--- src/rtl/tlc_pkg.sv ---
// rtl/tlc_pkg.sv - shared types for the parametrised traffic light controller
//
// Purpose: state encoding (3-bit codes, also exposed on the debug phase port),
// the lamp bundle struct and the Moore lamp decode shared by the top module.
// Ports: none (package).

package tlc_pkg;

  typedef enum logic [2:0] {
    ST_MAIN_G   = 3'd0,
    ST_MAIN_Y   = 3'd1,
    ST_ALLR_M2S = 3'd2,
    ST_SIDE_G   = 3'd3,
    ST_SIDE_Y   = 3'd4,
    ST_ALLR_S2M = 3'd5,
    ST_FLASH    = 3'd6
  } tlc_state_e;

  typedef struct packed {
    logic mr;
    logic my;
    logic mg;
    logic sr;
    logic sy;
    logic sg;
  } tlc_lamps_t;

  localparam tlc_lamps_t LAMPS_OFF = '0;

  // Lamps depend on the registered state only; blink is used in FLASH alone.
  function automatic tlc_lamps_t decode_lamps(input tlc_state_e st, input logic blink);
    tlc_lamps_t l;
    l = LAMPS_OFF;
    case (st)
      ST_MAIN_G:   begin l.mg = 1'b1; l.sr = 1'b1; end
      ST_MAIN_Y:   begin l.my = 1'b1; l.sr = 1'b1; end
      ST_ALLR_M2S,
      ST_ALLR_S2M: begin l.mr = 1'b1; l.sr = 1'b1; end
      ST_SIDE_G:   begin l.sg = 1'b1; l.mr = 1'b1; end
      ST_SIDE_Y:   begin l.sy = 1'b1; l.mr = 1'b1; end
      ST_FLASH:    begin l.my = blink; l.sr = blink; end
      default:     l = LAMPS_OFF;
    endcase
    return l;
  endfunction

endpackage

--- src/rtl/tlc_phase_timer.sv ---
// rtl/tlc_phase_timer.sv - per-phase cycle counter with duration compare
//
// Purpose: counts cycles spent in the current phase. Cleared on phase entry,
// optionally saturating at all-ones, and flags the last cycle of a phase.
// Ports:
//   clk, sync_reset : clock, synchronous active-high reset
//   clr             : next edge starts a new phase (count restarts at 0)
//   sat_en          : hold at all-ones instead of wrapping
//   dur             : duration of the current phase in cycles
//   cnt             : cycles already spent in the phase
//   done            : this is the last cycle of the phase (cnt == dur-1)

module tlc_phase_timer #(
  parameter int CNT_W = 8
) (
  input  logic             clk,
  input  logic             sync_reset,
  input  logic             clr,
  input  logic             sat_en,
  input  logic [CNT_W-1:0] dur,
  output logic [CNT_W-1:0] cnt,
  output logic             done
);

  logic [CNT_W-1:0] cnt_q;
  logic [CNT_W-1:0] cnt_d;

  always_comb begin
    cnt_d = cnt_q + CNT_W'(1);
    if (clr) begin
      cnt_d = '0;
    end else if (sat_en && (&cnt_q)) begin
      cnt_d = cnt_q;
    end
  end

  always_ff @(posedge clk) begin
    if (sync_reset) begin
      cnt_q <= '0;
    end else begin
      cnt_q <= cnt_d;
    end
  end

  assign cnt  = cnt_q;
  assign done = (cnt_q == (dur - CNT_W'(1)));

endmodule

--- src/rtl/tlc_param_controller.sv ---
// rtl/tlc_param_controller.sv - demand-actuated two-road traffic light controller
//
// Purpose: six-phase main/side cycle with configurable phase lengths, all-red
// clearance, resting main green, pedestrian walk and night flash mode.
// Ports:
//   clk, sync_reset    : clock, synchronous active-high reset
//   side_sense         : side-road vehicle detector (level)
//   ped_req            : pedestrian push button
//   flash_en           : night flash mode request (level)
//   MR/MY/MG, SR/SY/SG : main and side lamps
//   walk               : pedestrian walk across the main road
//   phase              : current state code (debug)

module tlc_param_controller
  import tlc_pkg::*;
#(
  parameter int MAIN_G_MIN = 8,
  parameter int MAIN_Y     = 3,
  parameter int SIDE_G     = 6,
  parameter int SIDE_Y     = 3,
  parameter int ALLRED     = 2,
  parameter int FLASH_HALF = 4,
  parameter int CNT_W      = 8
) (
  input  logic       clk,
  input  logic       sync_reset,
  input  logic       side_sense,
  input  logic       ped_req,
  input  logic       flash_en,
  output logic       MR,
  output logic       MY,
  output logic       MG,
  output logic       SR,
  output logic       SY,
  output logic       SG,
  output logic       walk,
  output logic [2:0] phase
);

  localparam int CNT_LIMIT = 2 ** CNT_W;

  if ((MAIN_G_MIN >= CNT_LIMIT) || (MAIN_Y >= CNT_LIMIT) || (SIDE_G >= CNT_LIMIT) ||
      (SIDE_Y >= CNT_LIMIT) || (ALLRED >= CNT_LIMIT) || (FLASH_HALF >= CNT_LIMIT) ||
      (MAIN_Y < 1) || (SIDE_G < 1) || (SIDE_Y < 1) || (FLASH_HALF < 1) ||
      (ALLRED < 0) || (MAIN_G_MIN < 0)) begin : g_bad_params
    $error("tlc_param_controller: duration parameter out of range for CNT_W");
  end

  localparam bit               NO_CLEAR = (ALLRED == 0);
  // MAIN_G_MIN == 0 means a demand is served from the first main-green cycle.
  localparam int               GMIN_M1  = (MAIN_G_MIN > 0) ? (MAIN_G_MIN - 1) : 0;
  localparam logic [CNT_W-1:0] GMIN_CMP = CNT_W'(GMIN_M1);
  localparam logic [CNT_W-1:0] BLINK_LAST = CNT_W'(FLASH_HALF - 1);

  tlc_state_e       state_q, state_d;
  logic             demand_q, demand_d;
  logic             ped_pend_q, ped_pend_d;
  logic             walk_q, walk_d;
  logic             blink_q, blink_d;
  logic [CNT_W-1:0] bcnt_q, bcnt_d;

  logic [CNT_W-1:0] cnt;
  logic [CNT_W-1:0] dur;
  logic             done;
  logic             sat_en;
  logic             req_now;
  logic             enter_side;
  tlc_lamps_t       lamps;

  assign req_now = side_sense | ped_req;
  assign sat_en  = (state_q == ST_MAIN_G) || (state_q == ST_FLASH);

  always_comb begin
    dur = '0;
    case (state_q)
      ST_MAIN_Y:   dur = CNT_W'(MAIN_Y);
      ST_ALLR_M2S: dur = CNT_W'(ALLRED);
      ST_SIDE_G:   dur = CNT_W'(SIDE_G);
      ST_SIDE_Y:   dur = CNT_W'(SIDE_Y);
      ST_ALLR_S2M: dur = CNT_W'(ALLRED);
      default:     dur = '0;
    endcase
  end

  tlc_phase_timer #(
    .CNT_W(CNT_W)
  ) u_timer (
    .clk       (clk),
    .sync_reset(sync_reset),
    .clr       (state_d != state_q),
    .sat_en    (sat_en),
    .dur       (dur),
    .cnt       (cnt),
    .done      (done)
  );

  // Next-state logic. Flash requests are only honoured at the end of the side
  // clearance so the lamps never jump straight from a green into blinking.
  always_comb begin
    state_d = state_q;
    case (state_q)
      ST_MAIN_G: begin
        if ((cnt >= GMIN_CMP) && (demand_q || req_now)) begin
          state_d = ST_MAIN_Y;
        end
      end
      ST_MAIN_Y: begin
        if (done) begin
          state_d = NO_CLEAR ? ST_SIDE_G : ST_ALLR_M2S;
        end
      end
      ST_ALLR_M2S: begin
        if (done) begin
          state_d = ST_SIDE_G;
        end
      end
      ST_SIDE_G: begin
        if (done) begin
          state_d = ST_SIDE_Y;
        end
      end
      ST_SIDE_Y: begin
        if (done) begin
          if (NO_CLEAR) begin
            state_d = flash_en ? ST_FLASH : ST_MAIN_G;
          end else begin
            state_d = ST_ALLR_S2M;
          end
        end
      end
      ST_ALLR_S2M: begin
        if (done) begin
          state_d = flash_en ? ST_FLASH : ST_MAIN_G;
        end
      end
      ST_FLASH: begin
        // Leaving flash passes through red-red before main green.
        if (!flash_en) begin
          state_d = NO_CLEAR ? ST_MAIN_G : ST_ALLR_S2M;
        end
      end
      default: state_d = ST_MAIN_G;
    endcase
  end

  assign enter_side = (state_d == ST_SIDE_G) && (state_q != ST_SIDE_G);

  // Latches clear on side-green entry, but a request in that same cycle is
  // OR-ed back in so it is not lost and gets served on the next cycle.
  always_comb begin
    demand_d   = (enter_side ? 1'b0 : demand_q) | req_now;
    ped_pend_d = (enter_side ? 1'b0 : ped_pend_q) | ped_req;
    walk_d     = 1'b0;
    if (enter_side) begin
      walk_d = ped_pend_q;
    end else if (state_d == ST_SIDE_G) begin
      walk_d = walk_q;
    end
  end

  // Blink starts lit on flash entry and toggles every FLASH_HALF cycles.
  always_comb begin
    blink_d = 1'b0;
    bcnt_d  = '0;
    if (state_d == ST_FLASH) begin
      if (state_q != ST_FLASH) begin
        blink_d = 1'b1;
      end else if (bcnt_q == BLINK_LAST) begin
        blink_d = ~blink_q;
      end else begin
        blink_d = blink_q;
        bcnt_d  = bcnt_q + CNT_W'(1);
      end
    end
  end

  always_ff @(posedge clk) begin
    if (sync_reset) begin
      state_q    <= ST_MAIN_G;
      demand_q   <= 1'b0;
      ped_pend_q <= 1'b0;
      walk_q     <= 1'b0;
      blink_q    <= 1'b0;
      bcnt_q     <= '0;
    end else begin
      state_q    <= state_d;
      demand_q   <= demand_d;
      ped_pend_q <= ped_pend_d;
      walk_q     <= walk_d;
      blink_q    <= blink_d;
      bcnt_q     <= bcnt_d;
    end
  end

  assign lamps = decode_lamps(state_q, blink_q);
  assign MR    = lamps.mr;
  assign MY    = lamps.my;
  assign MG    = lamps.mg;
  assign SR    = lamps.sr;
  assign SY    = lamps.sy;
  assign SG    = lamps.sg;
  assign walk  = walk_q;
  assign phase = state_q;

  a_no_conflict: assert property (@(posedge clk)
    !((lamps.mg | lamps.my) && (lamps.sg | lamps.sy)));

  a_one_lamp_each: assert property (@(posedge clk)
    (state_q == ST_FLASH) ||
    ($onehot({lamps.mr, lamps.my, lamps.mg}) && $onehot({lamps.sr, lamps.sy, lamps.sg})));

endmodule
--- config.mk ---
export PLATFORM = sky130hd
export DESIGN_NAME = tlc_param_controller
export DESIGN_NICKNAME = d
export VERILOG_FILES = /design/src/rtl/tlc_pkg.sv /design/src/rtl/tlc_phase_timer.sv /design/src/rtl/tlc_param_controller.sv
export SDC_FILE = /design/constraint.sdc
export NUM_CORES = 1
export LEC_CHECK = 0
export ABC_AREA = 1
export CORE_MARGIN = 5
export CORE_UTILIZATION = 50
export CTS_CLUSTER_DIAMETER = 60
export DETAILED_ROUTE_END_ITERATION = 6
export GPL_ROUTABILITY_DRIVEN = 0
export HOLD_SLACK_MARGIN = 0.1
export PLACE_DENSITY = 0.84
export SYNTH_ARGS = -nofsm -noshare
export SYNTH_HDL_FRONTEND = slang
export SYNTH_SLANG_ARGS = --single-unit
--- constraint.sdc ---
create_clock -name clk -period 1.7 [get_ports clk]
set_input_delay 0.34 -clock clk [delete_from_list [all_inputs] [get_ports clk]]
set_output_delay 0.34 -clock clk [all_outputs]
set_load 0.05 [all_outputs]
==> results of run 1 <==
final cells by class:
class	count	share of cell area
multi-input cells	148	0.4431
flip-flops and latches	23	0.2412
clock buffers	4	0.01350
inverters	25	0.05209
repair buffers	44	0.2302
well taps	31	0.01994
cell usage in the layout (no fill, tap or decap), types with 6 or more instances in the layout:
cell type,instances
nand2_2,11
inv_1,18
buf_12,8
buf_4,30
nand4_1,6
dfxtp_1,20
nor2_1,27
nand2_1,40
nand3_1,14
cell families after synthesis:
family | after synthesis | share of synthesized area
compound gates | 19 | 0.07693
buf+inv | 28 | 0.09593
fa+ha+maj | 2 | 0.01810
simple gates | 117 | 0.4072
xor+xnor | 10 | 0.06878
flops | 23 | 0.3330
path summary, 6_finish.rpt:
kind / endpoint / slack (ns)
worst max-delay path: u_timer.cnt[7] / -0.27
worst min-delay path: bcnt_q[0] / 0.48
worst max register to register: u_timer.cnt[7] / -0.27
worst min register to register: bcnt_q[0] / 0.48
layer usage:
| layer | vias up | share of wire |
|---|---|---|
| li1 | 726 | - |
| met1 | 626 | 0.44 |
| met2 | 45 | 0.48 |
| met3 | 12 | 0.049 |
| met4 | 0 | 0.033 |
| met5 | - | 0 |
registers in the layout, indices dropped and copies added (netlist names):
register	flops
u_timer.cnt	8
demand_q	1
phase	3
walk	1
ped_pend_q	1
bcnt_q	8
blink_q	1
metrics by stage:
step                      utilization  cell area [µm²]
after floorplan                     -             1421
after global placement         0.6607             1790
after detailed placement       0.6607             1790
after CTS                      0.6981             1892
after global routing           0.7179             1946
final                          0.7179             1946
report_power, final:
group | internal, µW | switching, µW
Clock | 91.9 | 170
Sequential | 547 | 8.73
Combinational | 34.8 | 47.4
worst register-to-register path, delay by kind of cell (launching register included):
kind / cells / cell delay [ns]
and+or+nand+nor: 10 / 0.98
DFF: 1 / 0.40
buffers and inverters: 3 / 0.29
xor gates and xnor gates: 1 / 0.20
repair_timing:
item                                    in CTS  in global routing
pin swaps                                    6                  9
setup buffers                                5                  4
endpoints found under the setup margin      23                 29
gates resized for setup                     11                 10
hold buffers                                 0                  0
==> results.md, run 1 <==
- Crit. End Element: flip-flop
- HP Class: reg2reg
- Post-DRT Antenna Nets: 0
- DRC: 0
- Final WL: around 3300 µm
- Reg2Reg Depth: 14
- DP Wirelength: 2330 µm
- Wirelength per Cell: approximately 12 µm
- Worst-Margin Slew: 0.3339 ns
- Final setup fails: 25
- Hold_ws: 0.4806 ns
- DR pass1 iterations: 4
- Synth area leader: dfxtp_1
- Count leader, synth: nand2_1
- Vias: around 1.4k
- Clk Latency, worst-skew pair: 0.33 ns
- N_diodes: 0
- Crit path from: phase[2]
- Final TNS setup: -4.767 ns
- Largest net degree at the start of global routing: 13
- Ys Warns: 0
- Total grt overflow: 0
- Total GRT Usage: 0.1669
- Post-Syn Area: 1383 µm²
- Max VDD drop: just over 0.5 mV
- Post-synthesis async set-or-reset flop share: 0
- Cell family with most CP delay: simple AND/OR/NAND/NOR gates
- CP dominant cell by count: nand2_2
- First-pass GRT wire length: approximately 5400 µm
- WP buf/inv: 3
- Max Clock Skew: 0.02125 ns
- DRT iter0 DRCs: 54
- Most common flop cell mapped by yosys: dfxtp_1
- Busiest grt layer: met2
- Final worst slack: -0.2683 ns
- Layout cells sized above 1: 0.3484
- Clock transition at path regs: approximately 0.14 ns
- Fillers: 217
- Vias in the first global route: about 1.3k
- Die Height: about 63 µm
- CTS Buffer Depth: 2
- Placement Rows: 19
- Top Ports: 15
- Routed vias/inst: ~5
- Static leakage: 0.0008939 µW
- Grt met3 use: 0.04676
- Starting Density: 0.5102
- Clock Sinks: 23
- CTS tree: yes
- CP max stage delay: 0.40 ns
- CTS Buf Count: 3
- Crit path depth: 14
- Dpl ws: -0.2208 ns
- Max-slew headroom: 0.7753
- Multi-input logic area: about 860 µm²
- Seq/Total Area, Yosys: 0.3330
- Die W: between 60 and 70 µm
- Worst reg2reg path startpoint: phase[2]
- CTS Root Cell: clkbuf_4
- WP data required: roughly 1.9 ns
- Tot Pwr: about 900 µW
- Seq cells post-synth: 23
- CP startpoint kind: flip-flop
- Max-cap check violation count: 0
- Min-Delay Path Depth: 1
- Maximum fanout along the worst path: 8
- Syn_nets: between 200 and 250
- Non-filler cells, final: about 280
- Met2 GRT Util: 0.2772
- Count of cell types in the netlist: 27
- Synth area leaders: dfxtp_1 33%, nand2_1 13%, nor2_1 8.1%
- WS Path Type: reg2reg
- Synthesized area per cell: slightly below 7 µm²
- Sequential Area: about 470 µm²
- WP data arrival: around 2.2 ns
- Hold_sp: bcnt_q[0]
- Die area: about 4000 µm²
- Final hold violations: 0
- Status: complete, but fails checks
- Final Max Slew Viols: 0
- RSZ-0062 raised after global routing: yes
- Initial antenna violation count: 0
- P&R area growth vs syn: 40.72%
- Slowest library cell on the worst path: dfxtp_4
- Post-synth EDFFs: 0
- CORE AREA: approximately 2700 µm²
- Cells after synthesis: 199
- Htree depth: 1
- Period utilization: 1.158
- Final min period: just under 2 ns
- Violated checks: negative setup slack
- Final Net Count: roughly 250
- FMAX: a little over 500 MHz
- PwrDens: roughly 460 nW/µm²
- CP Cell Sequence: buf_6, buf_6, xor2_4, nand4_1, nand2_2, nand3_4, nand2_2, nand2_1, nand2_1, nand2_2, inv_2, nand2_2, nand3_4, nor2_2
- Post-synth top cells: 48 x nand2_1, 30 x nor2_1, 23 x dfxtp_1
- DP Cell Count: 262
- Synth top area share: 0.3330
- M1 GR Usage: 0.2037
- Input/output buffers: 14
Note: power is estimated with default switching activity, not from simulation.
==> run 2, diff against run 1 <==
Settings changed: CAP_MARGIN from default to 15.
==> results of run 2 <==
The final DEF is identical to that of run 1; final timing and power are the same.
==> run 3, diff against run 2 <==
Settings changed: PLACE_DENSITY 0.84 to 0.81.
Clock period 1.7 ns to 2.1 ns, I/O delays scaled along.
==> results.md, run 3 (same netlist as run 1, synthesis figures left out) <==
- Fillers: ~240
- Wirelength per Cell: 10.88 µm
- Slowest library cell on the worst path: clkdlybuf4s50_1
- WP data required: between 1.5 and 2 ns
- CTS tree: yes
- DP Wirelength: around 2200 µm
- CTS Buf Count: 3
- Crit path capture: phase[2]
- Static leakage: between 0.0007 and 0.0008 µW
- PwrDens: around 440 nW/µm²
- Max VDD drop: about 0.46 mV
- Max-slew headroom: 0.6655
- Maximum fanout along the worst path: 7
- Crit. End Element: output pin
- RR Endpoint: u_timer.cnt[2]
- Finished Core Util: 0.6071
- CP startpoint kind: flip-flop
- Max-cap check violation count: 0
- DR pass1 iterations: 4
- Final WL: roughly 2700 µm
- Cell family with most CP delay: buffers and inverters
- Total grt overflow: 0
- Die Height: between 60 and 70 µm
- Initial antenna violation count: 0
- Input/output buffers: 14
- Top Ports: 15
- CP max stage delay: between 0.8 and 0.9 ns
- Clock transition at path regs: approximately 0.13 ns
- Worst reg2reg setup slack: 0.23 ns
- Vias in the first global route: ~1.2k
- Crit path depth: 1
- Vias: 1256
- First-pass GRT wire length: just under 5000 µm
- CP Cell Sequence: clkdlybuf4s50_1
- Final TNS setup: 0 ns
- Final hold violations: 0
- Die area: between 3000 and 4000 µm²
- DRT iter0 DRCs: 50
- Final Net Count: ~220
- WP buf/inv: 1
- WP data arrival: 1.58 ns
- Die W: between 60 and 70 µm
- Period utilization: 0.9532
- Status: finished, final reports clean
- Final min period: approximately 2 ns
- Crit path from: phase[2]
- Hold_sp: ped_pend_q
- Post-DRT Antenna Nets: 0
- WS Path Type: reg2out
- DP Cell Count: 243
- Starting Density: 0.5102
- Tot Pwr: a little over 700 µW
- FMAX: 499.6 MHz
- Reg2Reg Depth: 14
- Clk Latency, worst-skew pair: 0.32 ns
- RSZ-0062 raised after global routing: no
- Commonest non-fill, non-tap cell in the layout: nand2_1
- Placement Rows: 19
- Worst-Margin Slew: about 0.5 ns
- Routed vias/inst: around 5
- N_diodes: 0
- Final setup fails: 0
- P&R area growth vs syn: 19.00%
- Most frequent cells in the layout: 47 x nand2_1, 29 x nor2_1, 20 x inv_1, 20 x dfxtp_1, 15 x nand3_1
- Non-filler cells, final: 247
- CTS Root Cell: clkbuf_4
- Clock Sinks: 23
- Worst reg2reg path startpoint: phase[1]
- CTS Buffer Depth: 2
- Htree depth: 1
- CORE AREA: 2710 µm²
- Total GRT Usage: 0.1526
- Final Max Slew Viols: 0
- Layout cells sized above 1: 0.1898
- Post-route cell area: about 1600 µm²
- Largest net degree at the start of global routing: 14
- Max Clock Skew: a little under 0.004 ns
- Placed Area: 1607 µm²
- DRC: 0
- Hold_buf cts: 0
- HP Class: reg2reg
run 3: final cells by class:
cell class | count | area [µm²] | share of cell area
flip-flops and latches | 23 | 471.7 | 0.2867
clock inverters | 1 | 5.005 | 0.003042
multi-input cells | 148 | 810.8 | 0.4928
repair buffers | 16 | 197.7 | 0.1202
clock buffers | 3 | 22.52 | 0.01369
well taps | 31 | 38.79 | 0.02357
inverters | 25 | 98.84 | 0.06008
run 3: stage by stage:
stage	hold slack (ns)	setup slack [ns]
after global placement	0.4448	0.1407
after floorplan	0.4299	0.04126
final	0.4785	0.09834
after detailed placement	0.4624	0.08989
after CTS	0.4823	0.006139
after global routing	0.5007	0.01709
run 3: worst min-delay path by stage:
stage,end,slack [ns],depth (start not counted)
floorplan,bcnt_q[0],0.43,1
global placement,bcnt_q[0],0.44,1
detailed placement,ped_pend_q,0.46,2
CTS,ped_pend_q,0.48,2
global route,ped_pend_q,0.50,2
finish,ped_pend_q,0.48,2
run 3: routing by layer:
metal / vias to the layer above / routed length, µm / track usage
met5: - / 0 / 0
met4: 0 / 44 / 0.09019
met3: 6 / 125 / 0.03417
met2: 30 / 1206 / 0.2319
met1: 548 / 1311 / 0.1958
li1: 672 / - / -
run 3: what timing repair did:
item                                    4_1_cts  5_1_grt
pin swaps                                     0        0
gates resized for setup                       2        4
endpoints found under the setup margin        2       11
setup buffers                                 0        0
run 3: where the power goes:
part	internal [µW]	switching, µW	leakage, µW
clock	71.4	141	0.0000177
combinational	23.5	32.9	0.000546
sequential	442	6.74	0.000189
